==> config.mk <==
export PLATFORM = sky130hd
export DESIGN_NAME = multicycle_ctrl
export DESIGN_NICKNAME = d
export VERILOG_FILES = /design/src/rtl/ctrl_pkg.sv /design/src/rtl/multicycle_out_dec.sv /design/src/rtl/multicycle_ctrl.sv
export SDC_FILE = /design/constraint.sdc
export NUM_CORES = 1
export LEC_CHECK = 0
export BUFFER_PORTS_ARGS = -buffer_cell sky130_fd_sc_hd__buf_2
export CORE_ASPECT_RATIO = 1.2
export CORE_MARGIN = 5
export CORE_UTILIZATION = 43
export CTS_BUF_LIST = sky130_fd_sc_hd__clkbuf_8 sky130_fd_sc_hd__clkbuf_16
export CTS_CLUSTER_DIAMETER = 30
export DETAILED_ROUTE_END_ITERATION = 8
export MAX_ROUTING_LAYER = met4
export PLACE_DENSITY = 0.75
export SLEW_MARGIN = 20
export SYNTH_ARGS = -nofsm -noshare
export SYNTH_HDL_FRONTEND = slang
export SYNTH_HIERARCHICAL = 1
export SYNTH_SLANG_ARGS = --single-unit
==> constraint.sdc <==
create_clock -name clk_i -period 2.1 [get_ports clk_i]
set_input_delay 0.525 -clock clk_i [delete_from_list [all_inputs] [get_ports clk_i]]
set_output_delay 0.525 -clock clk_i [all_outputs]
set_load 0.01 [all_outputs]
==> src/rtl/ctrl_pkg.sv <==
// Shared control constants for the multicycle datapath: state codes, opcodes,
// special funct codes, ALU operation codes and the control-vector layout.
package ctrl_pkg;

   typedef enum logic [2:0] {
      ST_IF  = 3'b000,
      ST_ID  = 3'b001,
      ST_EX  = 3'b010,
      ST_MEM = 3'b011,
      ST_WB  = 3'b100
   } state_t;

   localparam logic [5:0] OP_RTYPE = 6'b000000;
   localparam logic [5:0] OP_ADDI  = 6'b001000;
   localparam logic [5:0] OP_SLTI  = 6'b001010;
   localparam logic [5:0] OP_ORI   = 6'b001101;
   localparam logic [5:0] OP_LW    = 6'b100011;
   localparam logic [5:0] OP_SW    = 6'b101011;
   localparam logic [5:0] OP_BEQ   = 6'b000100;
   localparam logic [5:0] OP_J     = 6'b000010;

   localparam logic [5:0] FN_JR   = 6'b001000;
   localparam logic [5:0] FN_MULT = 6'b011000;

   // ALU control codes; ALUOP_FUNCT defers the operation to the funct field
   localparam logic [2:0] ALUOP_FUNCT = 3'b010;
   localparam logic [2:0] ALUOP_ADD   = 3'b110;
   localparam logic [2:0] ALUOP_SLT   = 3'b011;
   localparam logic [2:0] ALUOP_SUB   = 3'b001;
   localparam logic [2:0] ALUOP_OR    = 3'b101;

   localparam logic [1:0] PCSRC_SEQ  = 2'b00;
   localparam logic [1:0] PCSRC_BR   = 2'b01;
   localparam logic [1:0] PCSRC_JMP  = 2'b10;
   localparam logic [1:0] PCSRC_REG  = 2'b11;

   localparam logic [1:0] SRCB_REG  = 2'b00;
   localparam logic [1:0] SRCB_FOUR = 2'b01;
   localparam logic [1:0] SRCB_IMM  = 2'b10;
   localparam logic [1:0] SRCB_IMM4 = 2'b11;

   typedef struct packed {
      logic       pc_write;
      logic       ir_write;
      logic       mem_read;
      logic       mem_write;
      logic       reg_write;
      logic       reg_dst;
      logic       mem_to_reg;
      logic       alu_src_a;
      logic       illegal;
      logic [1:0] pc_src;
      logic [1:0] alu_src_b;
      logic [2:0] alu_op;
   } ctrl_t;

   function automatic logic is_legal(input logic [5:0] op);
      return op inside {OP_RTYPE, OP_ADDI, OP_SLTI, OP_ORI,
                        OP_LW, OP_SW, OP_BEQ, OP_J};
   endfunction

endpackage

==> src/rtl/multicycle_out_dec.sv <==
// Combinational control-vector decode from current state and instruction fields.
// Anything not explicitly driven for a state/instruction pair stays 0.
module multicycle_out_dec
   import ctrl_pkg::*;
(
   input  state_t     state,
   input  logic [5:0] opcode,
   input  logic [5:0] funct,
   input  logic       zero,
   input  logic       mem_ready,
   output ctrl_t      ctrl
);

   always_comb begin
      ctrl = '0;
      case (state)
         ST_IF: begin
            ctrl.mem_read  = 1'b1;
            ctrl.alu_src_b = SRCB_FOUR;
            ctrl.alu_op    = ALUOP_ADD;
            if (mem_ready) begin
               ctrl.ir_write = 1'b1;
               ctrl.pc_write = 1'b1;
               ctrl.pc_src   = PCSRC_SEQ;
            end
         end
         ST_ID: begin
            ctrl.alu_src_b = SRCB_IMM4;
            ctrl.alu_op    = ALUOP_ADD;
            ctrl.illegal   = !is_legal(opcode);
         end
         ST_EX: begin
            case (opcode)
               OP_RTYPE: begin
                  if (funct == FN_JR) begin
                     ctrl.pc_write = 1'b1;
                     ctrl.pc_src   = PCSRC_REG;
                  end else begin
                     ctrl.alu_src_a = 1'b1;
                     ctrl.alu_src_b = SRCB_REG;
                     ctrl.alu_op    = ALUOP_FUNCT;
                  end
               end
               OP_ADDI, OP_SLTI, OP_ORI, OP_LW, OP_SW: begin
                  ctrl.alu_src_a = 1'b1;
                  ctrl.alu_src_b = SRCB_IMM;
                  ctrl.alu_op    = (opcode == OP_SLTI) ? ALUOP_SLT :
                                   (opcode == OP_ORI)  ? ALUOP_OR  : ALUOP_ADD;
               end
               OP_BEQ: begin
                  ctrl.alu_src_a = 1'b1;
                  ctrl.alu_src_b = SRCB_REG;
                  ctrl.alu_op    = ALUOP_SUB;
                  ctrl.pc_write  = zero;
                  ctrl.pc_src    = PCSRC_BR;
               end
               OP_J: begin
                  ctrl.pc_write = 1'b1;
                  ctrl.pc_src   = PCSRC_JMP;
               end
               default: ;
            endcase
         end
         ST_MEM: begin
            ctrl.mem_read  = (opcode == OP_LW);
            ctrl.mem_write = (opcode == OP_SW);
         end
         ST_WB: begin
            ctrl.reg_write  = 1'b1;
            ctrl.reg_dst    = (opcode == OP_RTYPE);
            ctrl.mem_to_reg = (opcode == OP_LW);
         end
         default: ;
      endcase
   end

endmodule

==> src/rtl/multicycle_ctrl.sv <==
// Multicycle CPU control FSM (IF/ID/EX/MEM/WB) with a multi-cycle EX hold for mult.
// Memory stalls hold IF/MEM on mem_ready_i; outputs are forced low while in reset.
module multicycle_ctrl
   import ctrl_pkg::*;
#(
   parameter int MUL_CYCLES = 4
)
(
   input  logic       clk_i,
   input  logic       rst_i,
   input  logic [5:0] opcode_i,
   input  logic [5:0] funct_i,
   input  logic       zero_i,
   input  logic       mem_ready_i,
   output logic       PCWrite_o,
   output logic       IRWrite_o,
   output logic       MemRead_o,
   output logic       MemWrite_o,
   output logic       RegWrite_o,
   output logic       RegDst_o,
   output logic       MemtoReg_o,
   output logic       ALUSrcA_o,
   output logic       illegal_o,
   output logic [1:0] PCSrc_o,
   output logic [1:0] ALUSrcB_o,
   output logic [2:0] ALUOp_o,
   output logic [2:0] state_o
);

   state_t     state;
   state_t     state_nxt;
   logic [3:0] cnt;
   logic       in_mult;
   logic       mult_done;
   ctrl_t      ctrl;
   ctrl_t      ctrl_out;

   assign in_mult   = (state == ST_EX) && (opcode_i == OP_RTYPE) && (funct_i == FN_MULT);
   assign mult_done = (cnt == 4'(MUL_CYCLES - 1));

   always_ff @(posedge clk_i) begin
      if (!rst_i) begin
         state <= ST_IF;
         cnt   <= '0;
      end else begin
         state <= state_nxt;
         cnt   <= (in_mult && !mult_done) ? cnt + 4'd1 : '0;
      end
   end

   always_comb begin
      state_nxt = state;
      case (state)
         ST_IF:  state_nxt = mem_ready_i ? ST_ID : ST_IF;
         ST_ID:  state_nxt = is_legal(opcode_i) ? ST_EX : ST_IF;
         ST_EX: begin
            case (opcode_i)
               OP_RTYPE: begin
                  if (funct_i == FN_JR)        state_nxt = ST_IF;
                  else if (in_mult && !mult_done) state_nxt = ST_EX;
                  else                         state_nxt = ST_WB;
               end
               OP_ADDI, OP_SLTI, OP_ORI: state_nxt = ST_WB;
               OP_LW, OP_SW:             state_nxt = ST_MEM;
               default:                  state_nxt = ST_IF;
            endcase
         end
         ST_MEM: begin
            if (opcode_i == OP_LW)      state_nxt = mem_ready_i ? ST_WB : ST_MEM;
            else if (opcode_i == OP_SW) state_nxt = mem_ready_i ? ST_IF : ST_MEM;
            else                        state_nxt = ST_IF;
         end
         ST_WB:   state_nxt = ST_IF;
         default: state_nxt = ST_IF;
      endcase
   end

   multicycle_out_dec u_dec (
      .state     (state),
      .opcode    (opcode_i),
      .funct     (funct_i),
      .zero      (zero_i),
      .mem_ready (mem_ready_i),
      .ctrl      (ctrl)
   );

   // Gate on reset so nothing (in particular a memory read) escapes while held.
   assign ctrl_out   = rst_i ? ctrl : '0;
   assign state_o    = rst_i ? state : ST_IF;
   assign PCWrite_o  = ctrl_out.pc_write;
   assign IRWrite_o  = ctrl_out.ir_write;
   assign MemRead_o  = ctrl_out.mem_read;
   assign MemWrite_o = ctrl_out.mem_write;
   assign RegWrite_o = ctrl_out.reg_write;
   assign RegDst_o   = ctrl_out.reg_dst;
   assign MemtoReg_o = ctrl_out.mem_to_reg;
   assign ALUSrcA_o  = ctrl_out.alu_src_a;
   assign illegal_o  = ctrl_out.illegal;
   assign PCSrc_o    = ctrl_out.pc_src;
   assign ALUSrcB_o  = ctrl_out.alu_src_b;
   assign ALUOp_o    = ctrl_out.alu_op;

endmodule

==> impl_metrics.ini <==
[floorplanning]
core_area_um2 = 2030
core.rowCount = 18
die_y_um = 59.8
start_util_pct = 43.8
die-area_um2 = 3080
io_pins = 35
die_w_um = 51.5

[worst_setup_path]
end_kind = primary output
r2r-start = state[1]$_SDFF_PN0_
crit_required_ns = 1.57
path_class = primary input to primary output
crit_fanout = 5
critPathLaunchType = primary input
r2r_slack_ns = 0.39
worstSetupStartpoint = funct_i[4]
critPathCapture = ALUOp_o[1]
r2r-end = state[1]$_SDFF_PN0_
r2r_cells = 4
arrival_ns = 1.92

[place]
routabilityCongestion = 0.899
placed_area_um2 = 1200
dp_hpwl_mm = 2.09
io_buffers = 34

[routing]
drt_wl_total_mm = 3.01
wl_per_cell_um = 15.2
dr.pass1.iters = 4
drt_iter0_drc = 37
via_per_inst = 6.01
ant_nets = 0
post-route-drc-count = 0
num_vias = 1189

[clock_network]
root_buffer = clkbuf_8
hold_buffers = 0
clk_path_buf_depth = 2
cts.sinks = 7
h-tree-depth = 1
clock_latency_ns = 0.22
numCtsBuffers = 3
cts_tree = done
clk_pin_slew_ns = 0.04

[logic_synthesis]
synth_cell_type_count = 47
yosys_warnings = 6
yosysTopAreaCell = dfxtp_1
async_reset_ff_share_pct = 0
ys_ff_latch = 7
synth_edf_count = 0
postSynthCellCount = 127
yosys.area_share.adder_pct = 1.41
synth_compound_area_share_pct = 19.9
synth_top_family_by_area = simple AND/OR/NAND/NOR gates
synth-simple-area-share_pct = 55.5
synth_top_area_share_pct = 15.8
ys_top_cells_by_area = dfxtp_1 16%, and2_1 13%, nor2_1 5.9%, nand3_1 4.5%, nor4_1 3.5%
syn_area_per_cell_um2 = 6.99
synth_xor_area_share_pct = 2.96
muxShareOfSynthArea_pct = 0
ys_seq_area_share_pct = 15.8
ys.flop_type = dfxtp_1
synth_area_um2 = 888
syn_nets = 144

[grt]
grt_pass1_vias = 1132
grt_pass1_wl_mm = 4.82
globalRouteTotalUtil_pct = 20.8
antenna_found_initial = 0
grt_max_degree = 23
grt_overflow = 0

[sta]
max_freq_mhz = 408
setup-violations-final = 10
rsz0062_at_grt = true
skew_ns = 0.000755
slew_violations = 0
finalHoldViolations = 0
post-route-period-util_pct = 117
worst_slack_ns = -0.348
slew_headroom_pct = 75.3
fin_crit_ns = 2.45
worst_slew_pin_slew_ns = 0.365

[finish]
post-route-cell-area_um2 = 1460
fin_nets = 196
antenna_cells = 0
area_growth_syn_to_layout_pct = 63.9
drive_above_1_share_pct = 46.6
fill_cells = 142

[outcome]
failed_checks = setup timing
outcome = finished, violations left

[job]
drv_cap = 0

[min_path]
whs_path_depth = 1
min_path_type = register to register
holdCritStartpoint = cnt[0]$_SDFF_PN0_

[power]
peakVddDrop_mv = 0.433
power_uw = 484
p_comb_share_pct = 34.7
netSwitchingFraction_pct = 29.3
p_per_area_nw_per_um2 = 333
power.share.clock_pct = 37.1
power_leakage_uw = 0.000629
power.switching_uw = 142
p_int_uw = 342
p_seq_share_pct = 28.2
worst max-delay path, cell delays in order:
cell,delay (ns)
buf_6,0.09
or4b_4,0.53
nor3_4,0.22
o22ai_1,0.12
a21o_1,0.16
and2_1,0.14
buf_2,0.13
worst min path at each step:
stage | to | slack, ns
4_1_cts | cnt[0]$_SDFF_PN0_ | 0.45
5_1_grt | cnt[0]$_SDFF_PN0_ | 0.48
6_report | cnt[0]$_SDFF_PN0_ | 0.44
3_5_place_dp | cnt[0]$_SDFF_PN0_ | 0.44
2_1_floorplan | cnt[0]$_SDFF_PN0_ | 0.42
3_3_place_gp | cnt[0]$_SDFF_PN0_ | 0.43
per-layer routing:
layer	GRT usage, %	share of wire (%)	wire (um)	vias to the layer above
li1	-	-	-	573
met1	19.5	36	1070	565
met2	40.4	58	1730	47
met3	2.49	5.3	161	4
met4	10.9	1.3	40	0
met5	-	0	0	-
repair_timing:
item	in CTS	in global routing
setup endpoints to repair	11	14
gates cloned	0	0
gates resized for setup	24	18
pin swaps	12	9
buffers inserted	1	1
synth_stat cells (3+ instances only):
| cell | n |
|---|---|
| and2_1 | 19 |
| clkbuf_1 | 3 |
| dfxtp_1 | 7 |
| nand2_1 | 8 |
| nor3_1 | 5 |
| nand3_1 | 8 |
| nand2b_1 | 3 |
| nor2_1 | 14 |
| o21ai_0 | 3 |
| nor4_1 | 5 |
| a21oi_1 | 3 |
| inv_1 | 5 |
registers in the layout, summed over array words and instances (netlist names):
name	count
cnt	4
state	3
stage by stage:
stage	setup TNS [ns]	setup WS [ns]	util, %	instances	hold WS [ns]
3_5_place_dp	-2.47	-0.385	59.2	192	0.442
6_report	-1.92	-0.348	71.9	198	0.442
5_1_grt	-2.83	-0.437	71.9	198	0.475
2_1_floorplan	-0.139	-0.105	-	127	0.418
3_3_place_gp	-2.15	-0.376	59.2	192	0.434
4_1_cts	-1.86	-0.376	67.3	197	0.447
cells in the final DEF, fill, tap and decap left out, types with 3 or more instances in the layout:
cell type / netlist / layout
and2_1: 19 / 16
and2_4: 0 / 3
buf_2: 2 / 25
buf_4: 0 / 14
buf_6: 0 / 10
buf_8: 0 / 3
clkbuf_8: 0 / 3
dfxtp_1: 7 / 6
inv_1: 5 / 6
nand2_1: 8 / 8
nand3_1: 8 / 7
nor2_1: 14 / 12
nor3_1: 5 / 5
nor4_4: 0 / 4
o21ai_0: 3 / 3
cell families (layout without fill, tap and decap cells):
| family | Yosys count | after routing |
|---|---|---|
| AND/OR/NAND/NOR | 82 | 82 |
| flip-flops | 7 | 7 |
| adder cells (fa/ha/maj) | 1 | 1 |
| buffers and inverters | 10 | 61 |
| AO/OA/AOI/OAI | 24 | 24 |
| XOR/XNOR | 3 | 3 |
power by group through the flow:
stage | logic, uW | registers (uW) | clock network [uW]
after global placement | 127 | 138 | 0
after detailed placement | 131 | 138 | 0
after global routing | 182 | 136 | 197
final | 168 | 137 | 180
after CTS | 151 | 136 | 186
after floorplan | 63.3 | 140 | 0
layout make-up:
type | count | area, um^2 | share of cell area, %
multi-input combinational | 110 | 838 | 57.6
timing repair buffer | 52 | 388 | 26.6
sequential | 7 | 141 | 9.71
clock buffer | 3 | 41.3 | 2.84
tap | 20 | 25.0 | 1.72
inverter | 5 | 18.8 | 1.29
clock inverter | 1 | 3.75 | 0.258
(Power assumes the default switching activity.)
